**src/rtl/keccak_pkg.sv**
```systemverilog
// Shared Keccak definitions for the padding front end.
// Provides the standard rate widths, the domain-separation bytes, the
// padder FSM state type and a small width helper used for counters.
package keccak_pkg;

  // Rate (block width) in bits for each supported instance.
  localparam int SHA3_256_RATE = 1088;
  localparam int SHA3_512_RATE = 576;
  localparam int SHAKE128_RATE = 1344;
  localparam int SHAKE256_RATE = 1088;

  // Domain-separation bytes, already combined with the first pad bit.
  localparam logic [7:0] DS_SHA3  = 8'h06;
  localparam logic [7:0] DS_SHAKE = 8'h1F;

  // Final pad bit of the multi-rate padding, always in the last rate byte.
  localparam logic [7:0] PAD_END_BYTE = 8'h80;

  // Padder states: collecting words, or presenting a finished block.
  typedef enum logic [0:0] {
    ST_FILL = 1'b0,
    ST_EMIT = 1'b1
  } pad_state_e;

  // Counter width that stays at least one bit for degenerate sizes.
  function automatic int clog2_min1(input int value);
    return (value <= 1) ? 1 : $clog2(value);
  endfunction

endpackage

```
**src/rtl/keccak_pad_lane.sv**
```systemverilog
// Combinational per-word padding helper.
// Masks the unused tail bytes of a final word and works out where the
// domain-separation byte lands inside the rate block.
//   i_word        incoming message word, first byte in the top 8 bits
//   i_bytes       valid byte count (only meaningful on the last word)
//   i_last        word ends the message
//   i_wcnt        word slot inside the current block
//   o_word        word with bytes at or beyond the message end zeroed
//   o_ds_pos      byte index in the block where DS_BYTE is OR-ed in
//   o_ds_en       padding fits in this block (DS at o_ds_pos, 0x80 at RB-1)
//   o_pad_pending last word filled the block exactly; a pad-only block follows
module keccak_pad_lane
  import keccak_pkg::*;
#(
  parameter int RATE_BITS = 576,
  parameter int WORD_BITS = 64,
  localparam int WB       = WORD_BITS / 8,
  localparam int RB       = RATE_BITS / 8,
  localparam int NW       = RATE_BITS / WORD_BITS,
  localparam int CNT_W    = clog2_min1(NW),
  localparam int IB_W     = $clog2(WB) + 1,
  localparam int POS_W    = $clog2(RB + 1)
) (
  input  logic [WORD_BITS-1:0] i_word,
  input  logic [IB_W-1:0]      i_bytes,
  input  logic                 i_last,
  input  logic [CNT_W-1:0]     i_wcnt,
  output logic [WORD_BITS-1:0] o_word,
  output logic [POS_W-1:0]     o_ds_pos,
  output logic                 o_ds_en,
  output logic                 o_pad_pending
);

  logic [IB_W-1:0]  w_nbytes;
  logic [POS_W-1:0] w_pos;

  // Effective byte count: full for non-last words, clamped to WB otherwise.
  always_comb begin
    w_nbytes = IB_W'(WB);
    if (!i_last) begin
      w_nbytes = IB_W'(WB);
    end else if (i_bytes > IB_W'(WB)) begin
      w_nbytes = IB_W'(WB);
    end else begin
      w_nbytes = i_bytes;
    end
  end

  // Zero every byte at or past the message end so garbage never reaches the block.
  always_comb begin
    o_word = '0;
    for (int b = 0; b < WB; b++) begin
      o_word[WORD_BITS-1-8*b -: 8] = (IB_W'(b) < w_nbytes) ?
                                     i_word[WORD_BITS-1-8*b -: 8] : 8'h00;
    end
  end

  // Message length within the block after this word; p == RB means no room for padding.
  assign w_pos         = (POS_W'(i_wcnt) * POS_W'(WB)) + POS_W'(w_nbytes);
  assign o_ds_pos      = w_pos;
  assign o_ds_en       = i_last && (w_pos < POS_W'(RB));
  assign o_pad_pending = i_last && (w_pos == POS_W'(RB));

endmodule

```
**src/rtl/keccak_stream_padder.sv**
```systemverilog
// Streaming Keccak multi-rate padder.
// Packs a byte-granular message stream into RATE_BITS blocks, appends the
// DS_BYTE ... 0x80 padding and hands blocks to the absorb stage.
//   clk        clock, all state on the rising edge
//   reset      synchronous active-low reset
//   in         message word, first byte in the top 8 bits
//   in_valid   word present
//   in_last    word ends the message
//   in_bytes   valid bytes in a last word (clamped to WORD_BITS/8)
//   in_ready   padder accepts a word (state only, low during reset)
//   out        registered padded block, byte 0 in the top 8 bits
//   out_valid  out holds a complete block
//   out_last   block is the final block of the message
//   out_ready  downstream consumes the block
module keccak_stream_padder
  import keccak_pkg::*;
#(
  parameter int         RATE_BITS = 576,
  parameter int         WORD_BITS = 64,
  parameter logic [7:0] DS_BYTE   = DS_SHA3,
  localparam int        WB        = WORD_BITS / 8,
  localparam int        RB        = RATE_BITS / 8,
  localparam int        NW        = RATE_BITS / WORD_BITS,
  localparam int        CNT_W     = clog2_min1(NW),
  localparam int        IB_W      = $clog2(WB) + 1,
  localparam int        POS_W     = $clog2(RB + 1)
) (
  input  logic                 clk,
  input  logic                 reset,
  input  logic [WORD_BITS-1:0] in,
  input  logic                 in_valid,
  input  logic                 in_last,
  input  logic [IB_W-1:0]      in_bytes,
  output logic                 in_ready,
  output logic [RATE_BITS-1:0] out,
  output logic                 out_valid,
  output logic                 out_last,
  input  logic                 out_ready
);

  // Block sent after a message that exactly fills a block.
  localparam logic [RATE_BITS-1:0] PAD_ONLY_BLOCK =
    {DS_BYTE, {(RATE_BITS-16){1'b0}}, PAD_END_BYTE};

  pad_state_e           r_state;
  logic [CNT_W-1:0]     r_wcnt;
  logic                 r_pad_pending;
  logic [RATE_BITS-1:0] r_buf;
  logic                 r_out_valid;
  logic                 r_out_last;

  logic [WORD_BITS-1:0] w_lane_word;
  logic [POS_W-1:0]     w_ds_pos;
  logic                 w_ds_en;
  logic                 w_pad_pending;
  logic [RATE_BITS-1:0] w_buf_next;

  keccak_pad_lane #(
    .RATE_BITS (RATE_BITS),
    .WORD_BITS (WORD_BITS)
  ) u_lane (
    .i_word        (in),
    .i_bytes       (in_bytes),
    .i_last        (in_last),
    .i_wcnt        (r_wcnt),
    .o_word        (w_lane_word),
    .o_ds_pos      (w_ds_pos),
    .o_ds_en       (w_ds_en),
    .o_pad_pending (w_pad_pending)
  );

  // Buffer image after accepting the current word, including padding bytes when they fit.
  always_comb begin
    w_buf_next = r_buf;
    for (int k = 0; k < NW; k++) begin
      w_buf_next[RATE_BITS-1-WORD_BITS*k -: WORD_BITS] =
        (r_wcnt == CNT_W'(k)) ? w_lane_word : r_buf[RATE_BITS-1-WORD_BITS*k -: WORD_BITS];
    end
    for (int b = 0; b < RB; b++) begin
      w_buf_next[RATE_BITS-1-8*b -: 8] = w_buf_next[RATE_BITS-1-8*b -: 8] |
        ((w_ds_en && (w_ds_pos == POS_W'(b))) ? DS_BYTE : 8'h00);
    end
    // OR rather than overwrite so p == RB-1 merges into DS_BYTE | 0x80.
    w_buf_next[7:0] = w_buf_next[7:0] | (w_ds_en ? PAD_END_BYTE : 8'h00);
  end

  // Padder FSM: word counter, block buffer, pending pad block and output flags.
  always_ff @(posedge clk) begin
    if (!reset) begin
      r_state       <= ST_FILL;
      r_wcnt        <= '0;
      r_pad_pending <= 1'b0;
      r_buf         <= '0;
      r_out_valid   <= 1'b0;
      r_out_last    <= 1'b0;
    end else begin
      case (r_state)
        ST_FILL: begin
          if (in_valid) begin
            r_buf <= w_buf_next;
            if (in_last) begin
              r_state       <= ST_EMIT;
              r_wcnt        <= '0;
              r_out_valid   <= 1'b1;
              r_out_last    <= ~w_pad_pending;
              r_pad_pending <= w_pad_pending;
            end else if (r_wcnt == CNT_W'(NW - 1)) begin
              r_state     <= ST_EMIT;
              r_wcnt      <= '0;
              r_out_valid <= 1'b1;
              r_out_last  <= 1'b0;
            end else begin
              r_wcnt <= r_wcnt + CNT_W'(1);
            end
          end
        end
        ST_EMIT: begin
          if (out_ready) begin
            if (r_pad_pending) begin
              r_buf         <= PAD_ONLY_BLOCK;
              r_pad_pending <= 1'b0;
              r_out_last    <= 1'b1;
            end else begin
              r_state     <= ST_FILL;
              r_buf       <= '0;
              r_wcnt      <= '0;
              r_out_valid <= 1'b0;
              r_out_last  <= 1'b0;
            end
          end
        end
        default: begin
          r_state       <= ST_FILL;
          r_wcnt        <= '0;
          r_pad_pending <= 1'b0;
          r_buf         <= '0;
          r_out_valid   <= 1'b0;
          r_out_last    <= 1'b0;
        end
      endcase
    end
  end

  assign in_ready  = reset && (r_state == ST_FILL);
  assign out       = r_buf;
  assign out_valid = r_out_valid;
  assign out_last  = r_out_last;

endmodule

```
**config.mk**
```make
export PLATFORM = sky130hd
export DESIGN_NAME = keccak_stream_padder
export DESIGN_NICKNAME = d
export VERILOG_FILES = /design/src/rtl/keccak_pkg.sv /design/src/rtl/keccak_pad_lane.sv /design/src/rtl/keccak_stream_padder.sv
export SDC_FILE = /design/constraint.sdc
export NUM_CORES = 1
export LEC_CHECK = 0
export CAP_MARGIN = 20
export CELL_PAD_IN_SITES_DETAIL_PLACEMENT = 1
export CELL_PAD_IN_SITES_GLOBAL_PLACEMENT = 1
export CORE_MARGIN = 2
export CORE_UTILIZATION = 35
export CTS_CLUSTER_DIAMETER = 100
export CTS_CLUSTER_SIZE = 30
export DETAILED_ROUTE_END_ITERATION = 7
export PLACE_DENSITY_LB_ADDON = 0.1
export REMOVE_ABC_BUFFERS = 1
export SLEW_MARGIN = 20
export SYNTH_ARGS = -nofsm -noshare
export SYNTH_HDL_FRONTEND = slang
export SYNTH_SLANG_ARGS = --single-unit
```
**constraint.sdc**
```tcl
create_clock -name clk -period 5.4 [get_ports clk]
set_input_delay 1.62 -clock clk [delete_from_list [all_inputs] [get_ports clk]]
set_output_delay 1.62 -clock clk [all_outputs]
set_load 0.02 [all_outputs]
```
==> reports/summary.txt, run 1 <==
Actual slew at the worst max-slew pin: 1.105 ns
# IOs: 652
Fraction of layout cells with a size suffix above 1: 0.06844
Row count: 95
Starting Density: 0.3529
Leakage: 9.989 nW
DRC: 0
P_sw: 2.254 mW
Die Span Y: 264.2 um
Kind of critical path: in2out
CTS max path bufs: 3
Yosys reg bits: 584
Post-synthesis mux area share: 0.03717
Tmin final: 4.583 ns
Status: complete, no violations
CTS tree: yes
First-pass detailed-route iteration total: 5
Cell Area, Placed: 30,830 um2
Area growth, synth to finish: 34.36%
Worst setup EP type: primary output
Main combinational cell family by area after synthesis: simple AND/OR/NAND/NOR gates
Global placement routability congestion: 0.8582
Core Box Area: 67,160 um2
Final instance area: 31,840 um2
Critical Path Source: reset
Crit start category: input pin
Iter 0 DRT Violations: 2,016
Buffers on Ports: 651
RSZ-0062 raised after global routing: false
Drt wl/cell: 26.97 um
Clock power share: 0.351
Initial antenna violation count: 6
Compound-Gate Fraction of Synth Area: 0.1647
Simple-Gate Fraction of Synth Area: 0.2484
Max VDD drop: 0.0002512 V
Clock latency on the worst-skew pair: 0.64 ns
Max cap viols: 0
Post-Synth Adder-Cell Area: 0.003168
Hold Crit Class: reg2reg
Mapped cell area: 23,700 um2
EDFF count, synth: 0
Share of the synthesized area in the top cell type: 0.4933
Seq/Total Area, Yosys: 0.4933
Worst-path fanout max: 3
ANT nets after route: 0
Setup TNS: 0 ns
Ys Warns: 0
Total power: 7.958 mW
Total internal power: 5.704 mW
Hold Fails Final Rpt: 0
Final HPWL DP: 76.96 mm
Primary FF master, synth: dfxtp_1
Count leader, synth: dfxtp_1
Clock buffer count from CTS: 29
Pin count of the biggest net entering global routing: 162
Synth Area in XOR/XNOR: 0.0007391
Areal power density over the cells: 249.9 nW/um2
GR Util All Layers: 0.3130
Leading area contributor after synthesis: dfxtp_1
Reg clk slew, reported paths: 0.11 ns
Clk root buf: clkbuf_16
Synth top cells by count: dfxtp_1, nand2_1, nand3_1, a21oi_1, clkbuf_1
CP arrival: 2.96 ns
Die W: 264.2 um
Worst path required time: 3.78 ns
Ys async rst share: 0
Gate power share: 0.098
Via count: 24,540
Critical hold path startpoint: out[135]
Fmax: 218.2 MHz
Layout Nets: 3,440
Final setup violation count: 0
Flop pwr share: 0.551
Fin util: 0.4742
Relative slew slack: 0.2630
Slew Limit Fails: 0
GRT overflow: 0
Total Wirelength: 114.6 mm
Number of clock sinks: 584
Vias in the first global route: 24,800
First-pass GRT wire length: 165.8 mm
CTS resizes: 0
Cells after synthesis: 2,906
Top cells by area, synth: dfxtp_1, nand3_1, a21oi_1, nand2_1, mux2_2
Post-CTS setup repair buffer count: 0
Inst Count DP: 4,203
Syn Area/Cell: 8.156 um2
Launching point of the worst reg2reg path: r_wcnt[1]
Final period utilization: 0.8488
Final clock skew: 0.04046 ns
Vias per std cell: 5.774
Fin cells: 4,250
Library cells used by synthesis: 76
Die area: 69,810 um2
Sw frac: 0.2832
Hold_buf cts: 0
H-tree lvl count: 1
-- per-layer routing --
layer  routed length [um]  share of wire  vias to the layer above  global-route usage
met5                   55        0.00048                        -                   0
met4                 5826          0.051                        8              0.1456
met3                 8039          0.070                      237             0.06963
met2                54530           0.48                      896              0.5248
met1                46180           0.40                    12360              0.3817
li1                     -              -                    11040                   -
-- worst max-delay path, cell delays in order --
cell and delay (ns):
clkdlybuf4s50_1 0.61, inv_8 0.05, nor2_1 0.08, clkdlybuf4s50_1 0.61
-- cell families (layout without fill, tap and decap cells) --
logic type | count (synthesis) | after routing
compound gates | 687 | 687
xor+xnor | 2 | 2
fa+ha+maj | 6 | 6
buf+inv | 296 | 765
flops | 584 | 584
mux | 79 | 79
other cells | 0 | 2
simple gates | 1252 | 1252
-- state kept, by name (all words and copies together) (netlist names) --
signal and count:
out 576, out_valid 1, r_state 1, r_pad_pending 1
out_last 1, r_wcnt 4
-- stage by stage --
stage / hold slack, ns / setup WS [ns]
final: 0.4720 / 0.8167
after global routing: 0.4861 / 0.7743
after CTS: 0.4762 / 0.8006
after detailed placement: 0.4586 / 0.6224
after global placement: 0.4443 / 0.7678
after floorplan: 0.4902 / -8.353
-- path summary, 6_finish.rpt --
kind | endpoint | slack [ns] | cells past startpoint
setup / recovery | in_ready | 0.82 | 4
hold reg to reg | out[135] | 0.47 | 2
setup reg to reg | out[409] | 2.54 | 6
hold / removal | out[135] | 0.47 | 2
-- layout make-up --
type	count	area [um2]
Multi-Input combinational cell	2026	10930
Clock inverter	16	270.3
Tap cell	873	1092
Fill cell	7826	35310
Sequential cell	584	11690
Inverter	9	41.29
Timing Repair Buffer	711	7092
Clock buffer	29	725.7
Antenna cell	2	5.005
-- power by group through the flow --
stage	Clock [mW]	Combinational, mW	Sequential (mW)
6_report	2.79	0.780	4.39
5_1_grt	2.98	0.826	4.39
4_1_cts	2.84	0.776	4.39
3_5_place_dp	0	0.773	4.49
3_3_place_gp	0	0.760	4.48
2_1_floorplan	0	0.320	4.54
-- cells in the final DEF (no fill, tap or decap), types with 7 or more instances in the layout --
| cell | Yosys | routed |
|---|---|---|
| a21oi_1 | 447 | 447 |
| nor2_1 | 23 | 20 |
| nor2b_1 | 10 | 9 |
| nand2_1 | 540 | 537 |
| nand3b_1 | 9 | 9 |
| clkdlybuf4s50_1 | 0 | 651 |
| nand4_1 | 12 | 12 |
| or4_1 | 24 | 24 |
| and2_1 | 14 | 14 |
| o22ai_1 | 27 | 27 |
| o32ai_1 | 9 | 9 |
| nand3_1 | 532 | 531 |
| a21o_1 | 7 | 7 |
| a31oi_1 | 52 | 52 |
| o21ai_0 | 53 | 53 |
| dfxtp_1 | 584 | 584 |
| buf_12 | 0 | 10 |
| a21boi_1 | 32 | 32 |
| nor3_1 | 7 | 7 |
| or3_1 | 12 | 12 |
| nand2b_1 | 8 | 8 |
| clkbuf_16 | 0 | 29 |
| o21ai_1 | 10 | 9 |
| buf_4 | 3 | 50 |
| mux2i_1 | 7 | 7 |
| mux2_2 | 72 | 72 |
| or2_2 | 16 | 16 |
(Power assumes the default switching activity.)
==> run 2, diff against run 1 <==
Clock period 5.4 ns to 4.7 ns, I/O delays scaled along.
==> reports/summary.txt, run 2 (synthesis results as in run 1) <==
CTS max path bufs: 3 (unchanged)
Relative slew slack: 0.1622 (was 0.2630)
Max cap viols: 0 (unchanged)
Fmax: 239.3 MHz
Area growth, synth to finish: 35.69% (was 34.36%)
Die W: 264.2 um (unchanged)
First-pass detailed-route iteration total: 6 (was 5)
Clock latency on the worst-skew pair: 0.65 ns (was 0.64 ns)
Gate power share: 0.099 (was 0.098)
Commonest non-fill, non-tap cell in the layout: clkdlybuf4s50_1 (unchanged)
Clock buffer count from CTS: 29 (unchanged)
Final clock skew: 0.02532 ns (was 0.04046 ns)
Flip-flop count of the largest register after layout: 576 (unchanged)
# IOs: 652 (unchanged)
Vias per std cell: 5.763 (was 5.774)
Kind of critical path: in2out (unchanged)
Initial antenna violation count: 3 (was 6)
Crit-path leading delay family: buffers and inverters (unchanged)
Slew Limit Fails: 0 (unchanged)
Tmin final: 4.179 ns
Most used cell, CP: clkdlybuf4s50_1 (unchanged)
H-tree lvl count: 1 (unchanged)
Total Wirelength: 115.3 mm (was 114.6 mm)
Fill cells: 7,805 (was 7,826)
Number of clock sinks: 584 (unchanged)
Flop pwr share: 0.547 (was 0.551)
CP peak stage delay: 0.61 ns (about the same)
Hold_buf cts: 0 (unchanged)
Hold slack final: 0.4661 ns (was 0.4720 ns)
P_sw: 2.615 mW (was 2.254 mW)
Min setup slack post-route: 0.5212 ns (was 0.8167 ns)
Areal power density over the cells: 286.5 nW/um2 (was 249.9 nW/um2)
Worst path required time: 3.29 ns (was 3.78 ns)
GR Util All Layers: 0.3160 (was 0.3130)
Post-CTS setup repair buffer count: 0 (unchanged)
Iter 0 DRT Violations: 2,092 (was 2,016)
Status: complete, no violations (unchanged)
RSZ-0062 raised after global routing: false (unchanged)
Hold Fails Final Rpt: 0 (unchanged)
CP arrival: 2.77 ns (was 2.96 ns)
Total internal power: 6.598 mW (was 5.704 mW)
Worst setup EP type: primary output (unchanged)
DRT met1 WL: 47.30 mm (was 46.18 mm)
Clk root buf: clkbuf_16 (unchanged)
Core Box Area: 67,160 um2 (unchanged)
Final setup violation count: 0 (unchanged)
Buffers on Ports: 651 (unchanged)
Actual slew at the worst max-slew pin: 1.257 ns (was 1.105 ns)
WL met3: 7.577 mm (was 8.039 mm)
Slowest stage cell on the critical path: clkdlybuf4s50_1 (unchanged)
Final period utilization: 0.8891
CTS tree: yes (unchanged)
Via count: 24,660 (was 24,540)
Drt wl/cell: 26.94 um (was 26.97 um)
Die Span Y: 264.2 um (unchanged)
CTS resizes: 0 (unchanged)
Fraction of layout cells with a size suffix above 1: 0.07584 (was 0.06844)
Row count: 95 (unchanged)
ANT nets after route: 0 (unchanged)
Hold Crit Class: reg2reg (unchanged)
Layout Nets: 3,462 (was 3,440)
Die area: 69,810 um2 (unchanged)
Vias in the first global route: 24,880 (was 24,800)
Starting Density: 0.3529 (unchanged)
Pin count of the biggest net entering global routing: 217 (was 162)
First-pass GRT wire length: 167.5 mm (was 165.8 mm)
Buf/Inv on CP: 3 (unchanged)
DRC: 0 (unchanged)
Dpl ws: 0.4199 ns (was 0.6224 ns)
Reg clk slew, reported paths: 0.10 ns (was 0.11 ns)
Worst-path fanout max: 2 (was 3)
Clock power share: 0.354 (was 0.351)
CP Cell Sequence: clkdlybuf4s50_1 > inv_8 > nor2_1 > clkdlybuf4s50_1 (unchanged)
Max VDD drop: 0.0002503 V (was 0.0002512 V)
Met2 wire len: 55.57 mm (was 54.53 mm)
Uppermost layer routed: met5 (unchanged)
Crit start category: input pin (unchanged)
Sw frac: 0.2838 (was 0.2832)
Leakage: 10.15 nW (was 9.989 nW)
Most frequent cells in the layout: clkdlybuf4s50_1, dfxtp_1, nand2_1, nand3_1, a21oi_1 (unchanged)
Final HPWL DP: 78.56 mm (was 76.96 mm)
Global placement routability congestion: 0.8769 (was 0.8582)
GRT overflow: 0 (unchanged)
-- run 2: final cells by class --
class / instances / area [um2] / area share
flip-flops and latches: 584 / 11690 / 0.3635
clock buffers: 30 / 739.5 / 0.02299
multi-input cells: 2026 / 10920 / 0.3395
well taps: 873 / 1092 / 0.03396
clock inverters: 20 / 272.8 / 0.008482
diodes: 4 / 10.01 / 0.0003112
repair buffers: 733 / 7395 / 0.2299
inverters: 9 / 41.29 / 0.001284
-- run 2: layer usage --
metal	vias up	track usage
met5	-	0
met4	4	0.1222
met3	211	0.06581
met2	871	0.5362
met1	12460	0.3924
li1	11110	-
-- run 2: final timing paths --
| kind | to | startpoint | slack [ns] | cells past startpoint |
|---|---|---|---|---|
| setup / recovery | in_ready | reset | 0.52 | 4 |
| hold / removal | out[6] | out[6] | 0.47 | 2 |
| hold reg to reg | out[6] | out[6] | 0.47 | 2 |
| setup reg to reg | out[65] | r_wcnt[2] | 1.63 | 6 |
-- run 2: worst register-to-register path: cells and delay by family (launching register included) --
family                 cells  cell delay, ns
flip-flops                 1            0.93
AO/OA/AOI/OAI              1            0.11
buffers and inverters      2            0.72
AND/OR/NAND/NOR            3            1.18
-- run 2: power by group through the flow --
stage / clock network, mW / logic (mW) / registers, mW
2_1_floorplan: 0 / 0.367 / 5.22
3_3_place_gp: 0 / 0.887 / 5.15
3_5_place_dp: 0 / 0.903 / 5.15
4_1_cts: 3.32 / 0.906 / 5.04
5_1_grt: 3.47 / 0.962 / 5.05
6_report: 3.26 / 0.911 / 5.04
-- run 2: through the flow --
stage               instance area (um2)  cells  setup TNS, ns  total power [mW]  utilization
finish                            32160   4279              0             9.212       0.4789
global route                      32150   4276              0             9.484       0.4788
CTS                               32150   4275              0             9.262       0.4787
detailed placement                31140   4225              0             6.055       0.4636
global placement                  31140   4225              0             6.037       0.4636
floorplan                         22490   2619       -3525.73             5.584            -
